--- config.mk ---
export PLATFORM = sky130hd
export DESIGN_NAME = universal_shift_register
export DESIGN_NICKNAME = d
export VERILOG_FILES = /design/src/rtl/universal_shift_register.sv
export SDC_FILE = /design/constraint.sdc
export NUM_CORES = 1
export LEC_CHECK = 0
export CAP_MARGIN = 0
export CORE_MARGIN = 2
export CORE_UTILIZATION = 33
export DETAILED_ROUTE_END_ITERATION = 8
export HOLD_SLACK_MARGIN = 0.08
export PLACE_DENSITY_LB_ADDON = 0.05
export SETUP_SLACK_MARGIN = 0.05
export SYNTH_ARGS = -nofsm -noshare
export SYNTH_HDL_FRONTEND = slang
export SYNTH_SLANG_ARGS = --single-unit
--- constraint.sdc ---
create_clock -name clk -period 1.64 [get_ports clk]
set_input_delay 0.164 -clock clk [delete_from_list [all_inputs] [get_ports clk]]
set_output_delay 0.164 -clock clk [all_outputs]
set_load 0.02 [all_outputs]
--- src/rtl/universal_shift_register.sv ---
// rtl/universal_shift_register.sv - universal shift register with automatic multi-shift burst engine
// Idle cycles decode mode; a burst runs burst_len shifts unattended, then pulses done.
module universal_shift_register #(
  parameter int WIDTH = 8,
  parameter int LEN_W = $clog2(WIDTH) + 1
) (
  input  logic             clk,
  input  logic             rst,
  input  logic             en,
  input  logic [2:0]       mode,
  input  logic             ser_in_l,
  input  logic             ser_in_r,
  input  logic [WIDTH-1:0] par_in,
  input  logic             burst_start,
  input  logic [LEN_W-1:0] burst_len,
  input  logic             burst_dir,
  output logic [WIDTH-1:0] Q,
  output logic             ser_out_l,
  output logic             ser_out_r,
  output logic             busy,
  output logic             done
);

  typedef enum logic {IDLE, BURST} state_t;

  state_t           state, state_nxt;
  logic [WIDTH-1:0] q_nxt;
  logic [LEN_W-1:0] cnt, cnt_nxt;
  logic             dir, dir_nxt;
  logic             done_q, done_nxt;

  always_ff @(posedge clk or posedge rst) begin
    if (rst) begin
      state  <= IDLE;
      Q      <= '0;
      cnt    <= '0;
      dir    <= 1'b0;
      done_q <= 1'b0;
    end else begin
      state  <= state_nxt;
      Q      <= q_nxt;
      cnt    <= cnt_nxt;
      dir    <= dir_nxt;
      done_q <= done_nxt;
    end
  end

  always_comb begin
    state_nxt = state;
    q_nxt     = Q;
    cnt_nxt   = cnt;
    dir_nxt   = dir;
    done_nxt  = done_q;
    // en=0 freezes everything, including an unseen done pulse
    if (en) begin
      done_nxt = 1'b0;
      case (state)
        IDLE: begin
          if (burst_start) begin
            if (burst_len != '0) begin
              state_nxt = BURST;
              cnt_nxt   = burst_len;
              dir_nxt   = burst_dir;
            end else begin
              done_nxt = 1'b1;
            end
          end else begin
            case (mode)
              3'b001:  q_nxt = {Q[WIDTH-2:0], ser_in_l};
              3'b010:  q_nxt = {ser_in_r, Q[WIDTH-1:1]};
              3'b011:  q_nxt = {Q[WIDTH-2:0], Q[WIDTH-1]};
              3'b100:  q_nxt = {Q[0], Q[WIDTH-1:1]};
              3'b101:  q_nxt = par_in;
              3'b110:  q_nxt = '0;
              default: q_nxt = Q;
            endcase
          end
        end
        BURST: begin
          q_nxt   = dir ? {ser_in_r, Q[WIDTH-1:1]} : {Q[WIDTH-2:0], ser_in_l};
          cnt_nxt = cnt - LEN_W'(1);
          if (cnt == LEN_W'(1)) begin
            state_nxt = IDLE;
            done_nxt  = 1'b1;
          end
        end
        default: state_nxt = IDLE;
      endcase
    end
  end

  assign ser_out_l = Q[WIDTH-1];
  assign ser_out_r = Q[0];
  assign busy      = (state == BURST);
  assign done      = done_q & en;

endmodule

==> flow_summary.yaml <==
status:
  outcome: "finished, final reports clean"
synthesis:
  avgSynthCellArea_um2: 8.72
  synth_cell_types: 35
  ys_seq_area_share_pct: 32.1
  syn_area_um2: 1170
  syn_nets: 158
  ys_ff_latch: 15
  ys_warn_count: 0
  syn_inst: 134
layout:
  finalInstanceArea_um2: 1730
  fillCellCount: 358
  utilization_pct: 51.4
  layout.nets: 209
  area_growth_pct: 48.0
  drive_gt1_share_pct: 21.2
  n_antenna_cell: 0
clock_tree:
  ctsHoldBuffers: 0
  ctsHtreeMaxLevel: 1
  cts_buffer_depth: 2
  numClockSinks: 15
  cts_tree: "yes"
  cts.reportedPaths.clkPinSlew_ns: 0.10
  clk_latency_ns: 0.29
  cts_root_buffer: "clkbuf_4"
  cts_made_buffers: 3
power_and_ir_drop:
  pwr-share-clk_pct: 9.5
  p_per_area_nw_per_um2: 1400
  power_mw: 2.42
  p_leak_nw: 0.842
  pwr-share-comb_pct: 57.8
  p_sw_share_pct: 43.9
  ir_drop_mv: 0.659
  power.internal_mw: 1.36
  pwr-share-seq_pct: 32.7
  power.switching_mw: 1.06
drt:
  firstDrtPassIters: 4
  drt-initial-drc-count: 47
  route.vias.total: 1227
  drc: 0
  wl_per_cell_um: 15.0
  via_per_inst: 5.33
  ant_nets: 0
  wirelength_um: 3450
die:
  placementRows: 21
  start_util_pct: 34.7
  die_h_um: 63.5
  die_area_um2: 4030
  num_io_pins: 34
  core-area_um2: 3360
  die_width_um: 63.5
global_routing:
  grt_max_degree: 16
  gr-usage-all-layers_pct: 18.4
  overflow: 0
  antenna_found_initial: 0
  grt_pass1_wl_um: 5920
  grt_pass1_vias: 1215
worst_setup_path:
  worstSetupPathType: "reg2reg"
  cp_slowest_cell: "or4_4"
  path_delay_family: "simple AND/OR/NAND/NOR gates"
  r2r_slack_ns: 0.02
  critPathMaxStageDelay_ns: 0.50
  cp_max_fo: 8
  crit_start: "busy$_DFFE_PP0P_"
  critPathArrivalTime_ns: 1.85
  end_kind: "register"
  path_cells: "and4b_1 -> or4_4 -> buf_6 -> a21o_1 -> o21ai_1"
  path_buf_inv: 1
  rr_worst_depth: 5
  crit_required_ns: 1.86
  setup.worst_path.start_class: "register"
  r2r-start: "busy$_DFFE_PP0P_"
  regToRegEndpoint: "Q[3]$_DFFE_PP0P_"
timing:
  finalCritPeriodShare_pct: 99.0
  max_slew_margin_pct: 73.3
  skew_ns: 0.00163
  max_slew.worst_pin.slew_ns: 0.401
  setup_ws_ns: 0.0162
  holdWs_ns: 0.163
  drv_slew: 0
  fmax_mhz: 616
  rsz0062_at_grt: "true"
  finalCriticalPeriod_ns: 1.62
  setup_viol: 0
  hold_violations: 0
placed_design:
  preCtsSetupSlack_ns: -0.230
  gp_congestion: 0.913
  portBuffers: 33
  place_hpwl_um: 2520
  placedInstanceArea_um2: 1660
min_path:
  hold_path.class: "in2async"
run:
  cap_violations: 0
[cells in the mapped netlist]
library cell  instances  area share (%)
dfrtp_1              15              32
nor2_1                5             1.6
nor3b_1               2             1.3
or4_1                 1            0.64
a211o_1               1            0.75
mux2_2                3             2.9
o41a_1                1            0.96
nand2b_1              2             1.1
buf_6                 2             1.9
o221ai_1              1            0.75
inv_1                 7             2.2
a211oi_1              2             1.3
o2bb2ai_1             3             2.2
a21oi_1               7             3.0
o21ai_1               6             2.6
and2_1                2             1.1
o21ai_0              10             4.3
a22oi_1               2             1.3
buf_4                 2             1.3
mux2i_1              11             9.4
a32oi_1               1            0.75
a22o_1                3             2.2
ha_1                  2             2.1
and4b_1               1            0.86
a21oi_2               2             1.5
o211ai_1              2             1.3
nand2_1              11             3.5
a21o_1                9             5.8
nor4_1                2             1.1
a221oi_1              4             3.0
clkbuf_1              4             1.3
buf_2                 3             1.3
nor2b_1               2             1.1
nand3_1               2            0.86
o31ai_1               1            0.64
[cell type report]
class	count	area, um2	share of cell area (%)
clock buffer	3	22.5	1.30
clock inverter	1	5.00	0.289
inverter	7	26.3	1.52
multi-input combinational	101	712	41.2
sequential	15	378	21.9
tap	46	57.6	3.33
timing repair buffer	57	528	30.5
[routing by layer]
layer / wire [um] / track usage (%)
met2: 1730 / 31.7
met3: 96 / 2.86
met1: 1580 / 23.4
met5: 0 / 0
met4: 33 / 5.71
[worst max-delay path by stage]
stage	endpoint	slack [ns]	depth (start not counted)
floorplan	Q[0]$_DFFE_PP0P_	-0.07	5
detailed placement	Q[3]$_DFFE_PP0P_	-0.23	6
CTS	Q[1]$_DFFE_PP0P_	0.01	5
global route	Q[2]$_DFFE_PP0P_	-0.05	5
finish	Q[3]$_DFFE_PP0P_	0.02	5
global placement	Q[3]$_DFFE_PP0P_	-0.20	6
[power by group through the flow]
stage / sequential [mW] / clock [mW] / combinational (mW)
finish: 0.792 / 0.229 / 1.40
floorplan: 0.830 / 0 / 0.799
global route: 0.836 / 0.263 / 1.54
detailed placement: 0.804 / 0 / 1.39
global placement: 0.799 / 0 / 1.37
CTS: 0.794 / 0.234 / 1.41
[per-stage QoR]
step                      TNS [ns]  std cells
final                            0        230
after floorplan             -0.135        134
after global placement       -1.45        224
after global routing        -0.176        230
after detailed placement     -1.79        224
after CTS                        0        230
[worst register-to-register path, stage by stage (launching register included)]
cell,delay [ns]
dfrtp_2,0.41
and4b_1,0.21
or4_4,0.50
buf_6,0.16
a21o_1,0.15
o21ai_1,0.12
[kinds of logic after synthesis]
logic type	synth area share (%)
AO/OA/AOI/OAI	32.3
AND/OR/NAND/NOR	13.1
buffers and inverters	8.03
flip-flops	32.1
multiplexers	12.3
adder cells (fa/ha/maj)	2.14
[sequential cells by signal, indices dropped and copies added (netlist names)]
register,cells
dir,1
busy,1
cnt,4
done_q,1
Q,8
[layout by cell type, fill, tap and decap left out, types with 3 or more instances in the layout]
cell,synthesis,routed
dfrtp_1,15,13
nand2_1,11,11
a221oi_1,4,4
o21ai_0,10,10
a21o_1,9,9
inv_1,7,6
a22o_1,3,3
dlymetal6s2s_1,0,7
clkbuf_4,0,3
mux2_2,3,3
buf_4,2,23
o21ai_1,6,5
clkdlybuf4s50_1,0,22
a21oi_1,7,7
mux2i_1,11,11
nor2_1,5,5
dlygate4sd2_1,0,3
o2bb2ai_1,3,3
[timing repair]
action,CTS,global route
resized for setup,7,12
buffers inserted,1,0
cloned,1,0
setup endpoints to repair,13,19
hold endpoints to repair,0,0
Power figures use the tool's default switching activity.
